## config.mk

```make
export PLATFORM = sky130hd
export DESIGN_NAME = display_bbox_scheduler_flat
export DESIGN_NICKNAME = d
export VERILOG_FILES = /design/src/rtl/display_bbox_scheduler_if.sv /design/src/rtl/display_bbox_scheduler.sv /design/src/flat_wrapper.sv
export SDC_FILE = /design/constraint.sdc
export NUM_CORES = 1
export LEC_CHECK = 0
export CAP_MARGIN = 5
export CORE_UTILIZATION = 32
export DETAILED_ROUTE_END_ITERATION = 7
export DONT_BUFFER_PORTS = 1
export SKIP_LAST_GASP = 1
export SYNTH_ARGS = -nofsm -noshare
export SYNTH_HDL_FRONTEND = slang
export SYNTH_SLANG_ARGS = --single-unit
```

## constraint.sdc

```tcl
create_clock -name clk -period 21.3 [get_ports clk]
set_clock_uncertainty 0.05 [all_clocks]
set_input_delay 4.26 -clock clk [delete_from_list [all_inputs] [get_ports clk]]
set_output_delay 4.26 -clock clk [all_outputs]
set_load 0.05 [all_outputs]
```

## src/rtl/display_bbox_scheduler_if.sv

```systemverilog
// Detection stream handshake between the object detector and the bbox scheduler.
interface display_bbox_scheduler_if;
    logic [63:0] det_data;
    logic        det_valid;
    logic        det_null;
    logic        det_last;
    logic        det_ready;

    modport master (output det_data, det_valid, det_null, det_last, input det_ready);
    modport slave  (input det_data, det_valid, det_null, det_last, output det_ready);
endinterface

```

## src/rtl/display_bbox_scheduler.sv

```systemverilog
// Collects one frame's detection boxes, then pushes exactly MAX_BBOX slot
// writes to the overlay drawing block during vertical blanking. Stale boxes
// are wiped with an all-empty load after STALE_FRAMES frames without a new set.
module display_bbox_scheduler #(
    parameter int FRAME_WIDTH  = 16,
    parameter int FRAME_HEIGHT = 9,
    parameter int MAX_BBOX     = 5,
    parameter int STALE_FRAMES = 4
) (
    input  logic                    clk,
    input  logic                    rst_n,
    display_bbox_scheduler_if.slave det,
    input  logic                    frame_sync,
    output logic [63:0]             bbox_data_out,
    output logic                    bbox_data_out_valid,
    output logic [7:0]              boxes_loaded,
    output logic                    overflow,
    output logic                    busy
);
    localparam int              IW          = $clog2(MAX_BBOX + 1);
    localparam logic [IW-1:0]   SLOTS       = IW'(MAX_BBOX);
    localparam logic [15:0]     X_MAX       = 16'(FRAME_WIDTH - 1);
    localparam logic [15:0]     Y_MAX       = 16'(FRAME_HEIGHT - 1);
    localparam logic [7:0]      STALE_LIMIT = 8'(STALE_FRAMES);
    localparam logic [63:0]     EMPTY_WORD  = '1;

    typedef enum logic [1:0] {ST_COLLECT, ST_PENDING, ST_LOAD} state_t;

    state_t        state;
    logic          clear_mode;
    logic [IW-1:0] idx;
    logic [IW-1:0] n;
    logic [IW-1:0] slot;
    logic [7:0]    stale_cnt;
    logic [63:0]   box_buf [MAX_BBOX];

    logic [15:0]   x0, y0, x1_c, y1_c;
    logic [63:0]   san_word;
    logic          san_ok;
    logic          accept;
    logic          store;
    logic          drop;
    logic [IW-1:0] idx_after;
    logic [7:0]    stale_next;
    logic [63:0]   next_word;

    assign det.det_ready = (state == ST_COLLECT);
    assign accept        = det.det_valid && (state == ST_COLLECT);

    // Clamp the bottom-right corner into the frame and reject inverted boxes.
    always_comb begin
        x0         = det.det_data[63:48];
        y0         = det.det_data[47:32];
        x1_c       = (det.det_data[31:16] > X_MAX) ? X_MAX : det.det_data[31:16];
        y1_c       = (det.det_data[15:0]  > Y_MAX) ? Y_MAX : det.det_data[15:0];
        san_word   = {x0, y0, x1_c, y1_c};
        san_ok     = !det.det_null && (x0 <= x1_c) && (y0 <= y1_c);
        store      = accept && san_ok && (idx < SLOTS);
        drop       = accept && san_ok && (idx == SLOTS);
        idx_after  = store ? idx + 1'b1 : idx;
        stale_next = (stale_cnt == 8'hFF) ? stale_cnt : stale_cnt + 8'd1;
    end

    // Word for the slot about to be written; a load entered from COLLECT is always a clear.
    always_comb begin
        if (state == ST_COLLECT || (state == ST_LOAD && clear_mode) || slot >= n) begin
            next_word = EMPTY_WORD;
        end else begin
            next_word = box_buf[slot];
        end
    end

    // Box storage for the set being collected.
    // NOTE: the buffer has no reset; n and idx gate every read, so stale contents are never visible.
    always_ff @(posedge clk) begin
        if (store) begin
            box_buf[idx] <= san_word;
        end
    end

    // Control FSM with registered write port and status outputs.
    // NOTE: all state here uses non-blocking assignments so every branch reads pre-edge values.
    always_ff @(posedge clk or negedge rst_n) begin
        if (!rst_n) begin
            state               <= ST_COLLECT;
            clear_mode          <= 1'b0;
            idx                 <= '0;
            n                   <= '0;
            slot                <= '0;
            stale_cnt           <= 8'd0;
            boxes_loaded        <= 8'd0;
            overflow            <= 1'b0;
            busy                <= 1'b0;
            bbox_data_out_valid <= 1'b0;
            bbox_data_out       <= 64'd0;
        end else begin
            bbox_data_out_valid <= 1'b0;
            unique case (state)
                ST_COLLECT: begin
                    if (store) idx <= idx + 1'b1;
                    if (drop) overflow <= 1'b1;
                    if (accept && det.det_last) begin
                        // A completed set wins over a coincident frame_sync.
                        n     <= idx_after;
                        state <= ST_PENDING;
                    end else if (frame_sync) begin
                        stale_cnt <= stale_next;
                        if (stale_next >= STALE_LIMIT && boxes_loaded != 8'd0) begin
                            state               <= ST_LOAD;
                            clear_mode          <= 1'b1;
                            busy                <= 1'b1;
                            bbox_data_out_valid <= 1'b1;
                            bbox_data_out       <= next_word;
                            slot                <= IW'(1);
                        end
                    end
                end
                ST_PENDING: begin
                    if (frame_sync) begin
                        state               <= ST_LOAD;
                        clear_mode          <= 1'b0;
                        busy                <= 1'b1;
                        bbox_data_out_valid <= 1'b1;
                        bbox_data_out       <= next_word;
                        slot                <= IW'(1);
                    end
                end
                ST_LOAD: begin
                    if (slot < SLOTS) begin
                        bbox_data_out_valid <= 1'b1;
                        bbox_data_out       <= next_word;
                        slot                <= slot + 1'b1;
                    end else begin
                        state     <= ST_COLLECT;
                        busy      <= 1'b0;
                        slot      <= '0;
                        stale_cnt <= 8'd0;
                        if (clear_mode) begin
                            boxes_loaded <= 8'd0;
                        end else begin
                            boxes_loaded <= 8'(n);
                            idx          <= '0;
                        end
                    end
                end
                default: state <= ST_COLLECT;
            endcase
        end
    end
endmodule
```

## src/flat_wrapper.sv

```systemverilog
// flat-port wrapper written by rule: the top's interface ports become plain ports
module display_bbox_scheduler_flat 
#(
    parameter int FRAME_WIDTH  = 16,
    parameter int FRAME_HEIGHT = 9,
    parameter int MAX_BBOX     = 5,
    parameter int STALE_FRAMES = 4
)
  (clk, rst_n, frame_sync, bbox_data_out, bbox_data_out_valid, boxes_loaded, overflow, busy, det_det_data, det_det_valid, det_det_null, det_det_last, det_det_ready);
  display_bbox_scheduler_if det_i ();
  input  logic clk;
  input  logic rst_n;
  input  logic frame_sync;
  output logic [63:0] bbox_data_out;
  output logic bbox_data_out_valid;
  output logic [7:0] boxes_loaded;
  output logic overflow;
  output logic busy;
  input wire logic [$bits(det_i.det_data)-1:0] det_det_data;
  input wire logic [$bits(det_i.det_valid)-1:0] det_det_valid;
  input wire logic [$bits(det_i.det_null)-1:0] det_det_null;
  input wire logic [$bits(det_i.det_last)-1:0] det_det_last;
  output wire logic [$bits(det_i.det_ready)-1:0] det_det_ready;
  assign det_i.det_data = det_det_data;
  assign det_i.det_valid = det_det_valid;
  assign det_i.det_null = det_det_null;
  assign det_i.det_last = det_det_last;
  assign det_det_ready = det_i.det_ready;
  display_bbox_scheduler #(.FRAME_WIDTH(FRAME_WIDTH), .FRAME_HEIGHT(FRAME_HEIGHT), .MAX_BBOX(MAX_BBOX), .STALE_FRAMES(STALE_FRAMES)) u_core (.clk(clk), .rst_n(rst_n), .det(det_i), .frame_sync(frame_sync), .bbox_data_out(bbox_data_out), .bbox_data_out_valid(bbox_data_out_valid), .boxes_loaded(boxes_loaded), .overflow(overflow), .busy(busy));
endmodule
```

; ---- Word-level counts from Yosys, hierarchy flattened
; Memory sizes are Yosys's and may differ from the RTL's.
; Cells that the tools add are included.
; Widths: inputs -> output; s select.
[totals]
mem_bits_rw = 320
output_inout_bits = 76
mem_count = 1
regBits = 95
[op_classes]
mux = 47
n_eq_ne = 13
bitwise_logic = 1
n_lt_le_gt_ge = 8
addsub = 3
reduce_logical = 27
[memory_table]
columns = name, depth, width, rd, rd_clocked_by_memory_dff, wr, line
row1 = u_core.box_buf, 5, 64, 1, 0, 1, display_bbox_scheduler.sv:35  ; logic [63:0] box_buf [MAX_BBOX];
[op_table]
columns = cell, n
row1 = $mux 64, 6
row2 = $pmux 64 s3, 1
row3 = $gt 16x4->1 const B, 2
row4 = $le 16x16->1, 2
row5 = $mux 16, 2
row6 = $mux 8, 4
row7 = $mux 3, 9
row8 = $pmux 8 s2, 1
row9 = $mux 1, 13
row10 = $ne 2x2->1 const B, 6
row11 = $reduce_and 6->1, 2
row12 = $mux 2, 5
row13 = $reduce_and 5->1, 2
row14 = $logic_and 1x1->1, 9
row15 = $pmux 3 s3, 1
row16 = $add 8x1->8 const B, 1
row17 = $eq 8x8->1 const B, 1
row18 = $ge 8x3->1 const B, 1
row19 = $reduce_and 4->1, 2
row20 = $reduce_bool 8->1, 1
row21 = $add 3x1->3 const B, 2
row22 = $lt 3x3->1 const B, 2
row23 = $pmux 1 s3, 2
row24 = $pmux 2 s3, 1
row25 = 17 further kinds, 21

; ---- Logic depth before layout (Yosys ltp)
; Gate-level depths: netlist of run 1.
[depth]
ltp_word = 9
mapped_depth = 12
mapped_depth_nobuf = 12

; ---- Worst setup path before layout of run 1
; No wires, ideal clock.
[synth_path]
kind = input port to flip-flop
startpoint = input det_det_data[0]
endpoint = memory u_core.box_buf[2][0], enable pin
t_arrival_ns = 12.221
setup_ns = 0.644
path_slack_ns = 8.385
cell_stages = 10
cell_sequence = or3_1 a21oi_1 nand2_1 ha_1 nor2b_1 o211ai_1 a2111oi_0 nor4b_1 o22ai_2 nor4_1
[synth_between]
elab_chain_cells = 8
[synth_rtl]
columns = element, line
row1 = from (decl), flat_wrapper.sv:19  ; input wire logic [$bits(det_i.det_data)-1:0] det_det_data;
row2 = $gt 16x4->1, display_bbox_scheduler.sv:55  ; y1_c = (det.det_data[15:0] > Y_MAX) ? Y_MAX : det.det_data[15:0];
row3 = $mux 16 *, display_bbox_scheduler.sv:55
row4 = $le 16x16->1 *, display_bbox_scheduler.sv:57  ; san_ok = !det.det_null && (x0 <= x1_c) && (y0 <= y1_c);
row5 = $logic_and 1x1->1 *, display_bbox_scheduler.sv:57
row6 = $logic_and 1x1->1 * (2 in series), display_bbox_scheduler.sv:58  ; store = accept && san_ok && (idx < SLOTS);
row7 = $mux 1 *, display_bbox_scheduler.sv:76  ; if (store) begin
row8 = $mux 1 (implied by the code) *, display_bbox_scheduler.sv:77  ; box_buf[idx] <= san_word;
row9 = to (decl), display_bbox_scheduler.sv:35
; Mark *: on every way between the ends. The rest lies on a longest branch, timed or not.

; ---- Worst setup path in the final report of run 1
[layout_path]
startpoint = input det_det_data[14]
endpoint = memory u_core.box_buf[4][59], enable pin
; The elaborated chain is that of the path after synthesis.

==> results.json, run 1 <==
{
  "p_sw_w": 0.000690,
  "comb_power_share_pct": 20.1,
  "syn_inst": 1054,
  "yosys_warnings": 0,
  "dp_hpwl_mm": 22.8,
  "synth_edf_count": 320,
  "cts_setup_buffers": 0,
  "grt_max_degree": 91,
  "crit_required_ps": 21420,
  "rows": 83,
  "cts_made_buffers": 42,
  "synth_area_sq_um": 16800,
  "r2r_cells": 7,
  "wire_per_inst_um": 19.2,
  "worst_setup_path_end_kind": "register",
  "r2r_end": "u_core.box_buf[4][59]",
  "nets": 1301,
  "synth.distinct_cells": 55,
  "chipHeight_um": 231,
  "port_buffers": 0,
  "gp_congestion": 0.775,
  "dpl_cell_area_sq_um": 18100,
  "synth-main-ff-cell": "edfxtp_1",
  "p_seq_share_pct": 46.6,
  "hp-class": "reg2reg",
  "p_per_area_nw_per_um2": 115,
  "grt_usage_pct": 13.9,
  "routed_via_density": 4.74,
  "grt_pass1_vias": 9372,
  "h-tree-depth": 2,
  "post_cts_resized": 0,
  "drc": 0,
  "worst_slew_pin_slew_ps": 1080,
  "leakagePower_nw": 6.62,
  "die-area_sq_um": 53400,
  "cts_num_sinks": 410,
  "crit_arrival_ps": 8010,
  "setup_tns_ps": 0,
  "drtAntennaViolNets": 0,
  "whs_ps": 448,
  "ys_seq_elements": 410,
  "cts-root-buf": "clkbuf_16",
  "status": "finished, final reports clean",
  "r2r-start": "u_core.state[1]",
  "die_w_um": 231,
  "io_pins": 146,
  "cp-start-kind": "input pin",
  "syn_avg_cell_area_sq_um": 15.9,
  "post-route-util_pct": 37.7,
  "area_growth_pct": 15.9,
  "r2r_slack_ps": 17060,
  "switching_share_pct": 30.9,
  "cp-startpoint": "det_det_data[14]",
  "cp-endpoint": "u_core.box_buf[4][59]",
  "antenna_cells": 0,
  "setup_viol": 0,
  "max_stage_delay_ps": 740,
  "relSlewSlack_pct": 28.2,
  "final-hold-violation-count": 0,
  "p_int_w": 0.00154,
  "rsz0062_at_grt": "false",
  "async_flop_share_pct": 22.0,
  "critical_path.max_fanout": 41,
  "fin_crit_ps": 7890,
  "maxCapViolCount": 0,
  "cts_hold_buffers": 0,
  "clockBufferDepth": 3,
  "vias": 9030,
  "finalCritPeriodShare_pct": 37.1,
  "pwr-share-clk_pct": 33.2,
  "yosysSeqAreaShare_pct": 70.6,
  "fin_area_sq_um": 19500,
  "clk_pin_slew_ps": 60,
  "whs_path_depth": 2,
  "report.final.slew_viol_count": 0,
  "first_pass_iters": 6,
  "peakVddDrop_uv": 70.6,
  "crit_chain": "nor4_1 -> nand3_1 -> a21oi_1 -> nand2_1 -> ha_1 -> nor2b_1 -> o211ai_1 -> a2111oi_0 -> nor4b_1 -> o22ai_2 -> nor2_4 -> buf_4",
  "clk_latency_ps": 550,
  "grt_overflow": 0,
  "detail_route.wirelength_mm": 36.6,
  "fmax_ghz": 0.127,
  "start_util_pct": 32.5,
  "drt-initial-drc-count": 553,
  "cp_slowest_cell": "nor2_4",
  "path_class": "in2reg",
  "grt_antenna_before_repair": 2,
  "grt_pass1_wl_mm": 56.4,
  "core-area_sq_um": 51600,
  "cts_tree": "built",
  "drive_gt1_share_pct": 12.8
}
[synthesized netlist by cell type, drive strengths merged, types with 3 or more instances]
library cell | instances | share of area [%]
a211oi | 69 | 3.1
a21o | 5 | 0.22
a21oi | 89 | 2.7
a31oi | 3 | 0.20
and2 | 6 | 0.22
and3 | 6 | 0.22
buf | 24 | 0.75
clkbuf | 40 | 0.89
dfrtp | 90 | 13
edfxtp | 320 | 57
ha | 39 | 2.9
inv | 16 | 0.36
mux2i | 3 | 0.18
mux4 | 64 | 8.6
nand2 | 34 | 0.76
nand2b | 4 | 0.15
nand3 | 11 | 0.33
nand4 | 5 | 0.22
nor2 | 86 | 1.9
nor2b | 68 | 2.5
nor3 | 5 | 0.15
nor4 | 10 | 0.46
o211ai | 3 | 0.13
o21ai | 15 | 0.45
o21bai | 4 | 0.18
o31ai | 3 | 0.13
or3 | 3 | 0.11
[routing by layer]
layer / wire length [um] / track usage, % / share of wire, % / vias up
li1: - / - / - / 4221
met1: 15200 / 16.9 / 41 / 4561
met2: 18200 / 23.9 / 50 / 192
met3: 2340 / 3.83 / 6.4 / 56
met4: 892 / 4.26 / 2.4 / 0
met5: 0 / 0 / 0 / -
[layout by cell type, fill, tap and decap left out, drive strengths merged, types with 15 or more instances in the layout]
cell / n
edfxtp: 320
nor2b: 68
nand2: 34
a211oi: 69
a21oi: 89
conb: 149
inv: 16
o21ai: 15
mux4: 64
ha: 39
nor2: 86
clkbuf: 58
clkinv: 15
dfrtp: 90
[worst max-delay path: cells and delay by family]
kind / cells / cell delay (ps)
and+or+nand+nor: 6 / 1880
adders and majority gates: 1 / 300
AOI/OAI and AO/OA: 4 / 870
buffers and inverters: 1 / 660
[power by group through the flow]
| stage | Sequential, W | Clock, W | Combinational, W |
|---|---|---|---|
| 5_1_grt | 0.00105 | 0.000789 | 0.000500 |
| 4_1_cts | 0.00105 | 0.000761 | 0.000461 |
| 3_3_place_gp | 0.00106 | 0 | 0.000452 |
| 2_1_floorplan | 0.00101 | 0 | 0.000383 |
| 3_5_place_dp | 0.00106 | 0 | 0.000458 |
| 6_report | 0.00104 | 0.000742 | 0.000450 |
[worst min path at each step]
stage,to,startpoint,slack (ps)
after floorplan,u_core.n[1],u_core.n[1],410
final,u_core.n[1],u_core.n[1],450
after detailed placement,u_core.n[1],u_core.n[1],430
after global routing,u_core.n[1],u_core.n[1],490
after CTS,u_core.n[1],u_core.n[1],450
after global placement,u_core.n[1],u_core.n[1],440
[through the flow]
step | worst slack (ps) | total power, W | std cells
floorplan | 8380 | 0.00139 | 1201
global placement | 12980 | 0.00151 | 1828
detailed placement | 12830 | 0.00152 | 1828
CTS | 13390 | 0.00227 | 1906
global route | 13060 | 0.00234 | 1906
finish | 13410 | 0.00223 | 1906
[cell families (layout without fill, tap and decap cells)]
logic type,Yosys count,after routing,share of synthesized area (%)
compound gates,208,208,8.10
xor+xnor,3,3,0.156
fa+ha+maj,39,39,2.90
buf+inv,80,105,2.00
flops,410,410,70.6
mux,67,67,8.76
other cells,2,149,0.0447
simple gates,245,245,7.43
[flip-flops by register name, summed over array words and instances, names as in the netlist]
| signal | cells |
|---|---|
| u_core.bbox_data_out | 64 |
| u_core.n | 3 |
| u_core.state | 2 |
| u_core.clear_mode | 1 |
| u_core.bbox_data_out_valid | 1 |
| u_core.overflow | 1 |
| u_core.box_buf | 320 |
| u_core.busy | 1 |
| u_core.boxes_loaded | 3 |
| u_core.stale_cnt | 8 |
| u_core.slot | 3 |
| u_core.idx | 3 |
[final cells by class]
cell class	count	area, sq um
Inverter	16	60.1
Tap cell	680	851
Sequential cell	410	11900
Clock buffer	58	1160
Fill cell	4758	32100
Clock inverter	20	245
Timing Repair Buffer	11	82.6
Multi-Input combinational cell	711	5200
No activity file was read; power rests on OpenSTA's default activity.
==> inputs of run 2 (changes only) <==
==> constraint.sdc (replaced) <==
create_clock -name clk -period 6.5 [get_ports clk]
set_clock_uncertainty 0.05 [all_clocks]
set_input_delay 1.3 -clock clk [delete_from_list [all_inputs] [get_ports clk]]
set_output_delay 1.3 -clock clk [all_outputs]
set_load 0.05 [all_outputs]
==> run 2 against run 1 <==
Via count decreased by 0.13%. First-iteration DRC count increased by 2.7%. Clock power increased to 3.5 times the previous value. Critical path depth unchanged. Register-to-register slack got worse by 15000 ps. Die area unchanged. Sequential power increased to 3.3 times the previous value. Global-route usage increased by 0.17 points.
==> results.json, run 2 (synthesis gave the netlist of run 1 again) <==
{
  "status": "finished, final reports clean",
  "start_util_pct": 32.5,
  "grt_busiest_layer": "met2",
  "largest-register": "u_core.box_buf",
  "cts_hold_buffers": 0,
  "h-tree-depth": 2,
  "p_per_area_nw_per_um2": 381,
  "grt_pass1_wl_mm": 56.9,
  "die-area_sq_um": 53400,
  "crit_required_ps": 6610,
  "comb_power_share_pct": 20.0,
  "routed_via_density": 4.72,
  "grt_max_degree": 99,
  "rsz0062_at_grt": "false",
  "pwr-share-clk_pct": 34.5,
  "hp-class": "in2async",
  "dpl_cell_area_sq_um": 18100,
  "maxCapViolCount": 0,
  "cts-root-buf": "clkbuf_16",
  "die_w_um": 231,
  "grt_pass1_vias": 9320,
  "final_common_cell": "edfxtp_1",
  "clk_latency_ps": 550,
  "gp_congestion": 0.756,
  "path_class": "in2reg",
  "drive_gt1_share_pct": 13.6,
  "post_cts_resized": 0,
  "max_stage_delay_ps": 910,
  "relSlewSlack_pct": 29.9,
  "worst-path-buf-inv": 0,
  "post-route-util_pct": 38.0,
  "p_sw_w": 0.00231,
  "cts_tree": "built",
  "worst_slack_ps": 1800,
  "drc": 0,
  "dp_slack_ps": 1230,
  "total_power_w": 0.00748,
  "use_met3_pct": 2.93,
  "fmax_ghz": 0.213,
  "clk_pin_slew_ps": 60,
  "chipHeight_um": 231,
  "cts_setup_buffers": 0,
  "critical_path.max_fanout": 64,
  "io_pins": 146,
  "grt_usage_pct": 14.1,
  "wire_per_inst_um": 19.4,
  "vias": 9018,
  "drt-initial-drc-count": 568,
  "drtAntennaViolNets": 0,
  "cp_slowest_cell": "and3_4",
  "cts_num_sinks": 410,
  "report.final.slew_viol_count": 0,
  "crit_family": "simple AND/OR/NAND/NOR gates",
  "use_met1_pct": 17.7,
  "first_pass_iters": 4,
  "nets": 1301,
  "crit_arrival_ps": 4810,
  "p_seq_share_pct": 45.5,
  "switching_share_pct": 30.9,
  "worst_setup_path_end_kind": "register",
  "fin_area_sq_um": 19600,
  "grtUsageMet2_pct": 24.1,
  "final_cell_mix": "edfxtp_1 (320), conb_1 (149), a21oi_1 (89)",
  "finalCritPeriodShare_pct": 72.3,
  "r2r_cells": 7,
  "top_regs": "u_core.box_buf x320, u_core.bbox_data_out x64, u_core.stale_cnt x8",
  "dp_hpwl_mm": 23.0,
  "grt_antenna_before_repair": 3,
  "largest_reg_flops": 320,
  "area_growth_pct": 16.8,
  "worst_slew_pin_slew_ps": 1050,
  "port_buffers": 0,
  "final.fill_count": 4729,
  "setup_viol": 0,
  "rows": 83,
  "final-hold-violation-count": 0,
  "fin_crit_ps": 4700,
  "grt_overflow": 0,
  "p_int_w": 0.00516,
  "core-area_sq_um": 51600,
  "detail_route.wirelength_mm": 37.1,
  "crit_chain": "nor4_1 -> nand3_1 -> a21oi_1 -> nand2_1 -> ha_1 -> nor2b_1 -> o211ai_1 -> a2111oi_0 -> nor4b_1 -> o22ai_2 -> nor2_1 -> and3_4",
  "worstSetupPathDepth": 12,
  "peakVddDrop_uv": 171,
  "cts_made_buffers": 44,
  "clockBufferDepth": 3,
  "cp-start-kind": "input pin",
  "leakagePower_nw": 6.68
}
## run 2: metal layers
metal  wire length (um)  part of all wire [%]
met1              15800                    43
met2              18400                    50
met5                  0                     0
met4               1030                   2.8
met3               1820                   4.9
## run 2: final timing paths
path                                  from                        to  slack (ps)
max                        det_det_data[4]     u_core.box_buf[3][61]        1800
min                                  rst_n  u_core.bbox_data_out[18]         400
max reg2reg                u_core.state[1]     u_core.box_buf[3][61]        2080
min reg2reg                    u_core.n[1]               u_core.n[1]         440
max in group asynchronous            rst_n            u_core.slot[1]        5850
min in group clk               u_core.n[1]               u_core.n[1]         440
## run 2: area by class of cell
class	count	area [sq um]	area share, %
repair buffers	9	105	0.536
multi-input cells	711	5220	26.6
inverters	16	60.1	0.306
clock inverters	28	318	1.62
well taps	680	851	4.34
clock buffers	53	1200	6.10
flip-flops and latches	410	11900	60.5
diodes	2	5.00	0.0255
## run 2: power groups by stage
stage | registers [W] | logic [W] | clock network, W
floorplan | 0.00330 | 0.00126 | 0
global placement | 0.00346 | 0.00151 | 0
detailed placement | 0.00347 | 0.00152 | 0
CTS | 0.00341 | 0.00153 | 0.00264
global route | 0.00343 | 0.00166 | 0.00275
finish | 0.00340 | 0.00149 | 0.00258
## run 2: stage by stage
step                      std cells  hold WS [ps]  TNS [ps]
final                          1909           401         0
after global placement         1826           434         0
after floorplan                1201           406    -96840
after detailed placement       1826           432         0
after CTS                      1907           370         0
after global routing           1909           371         0
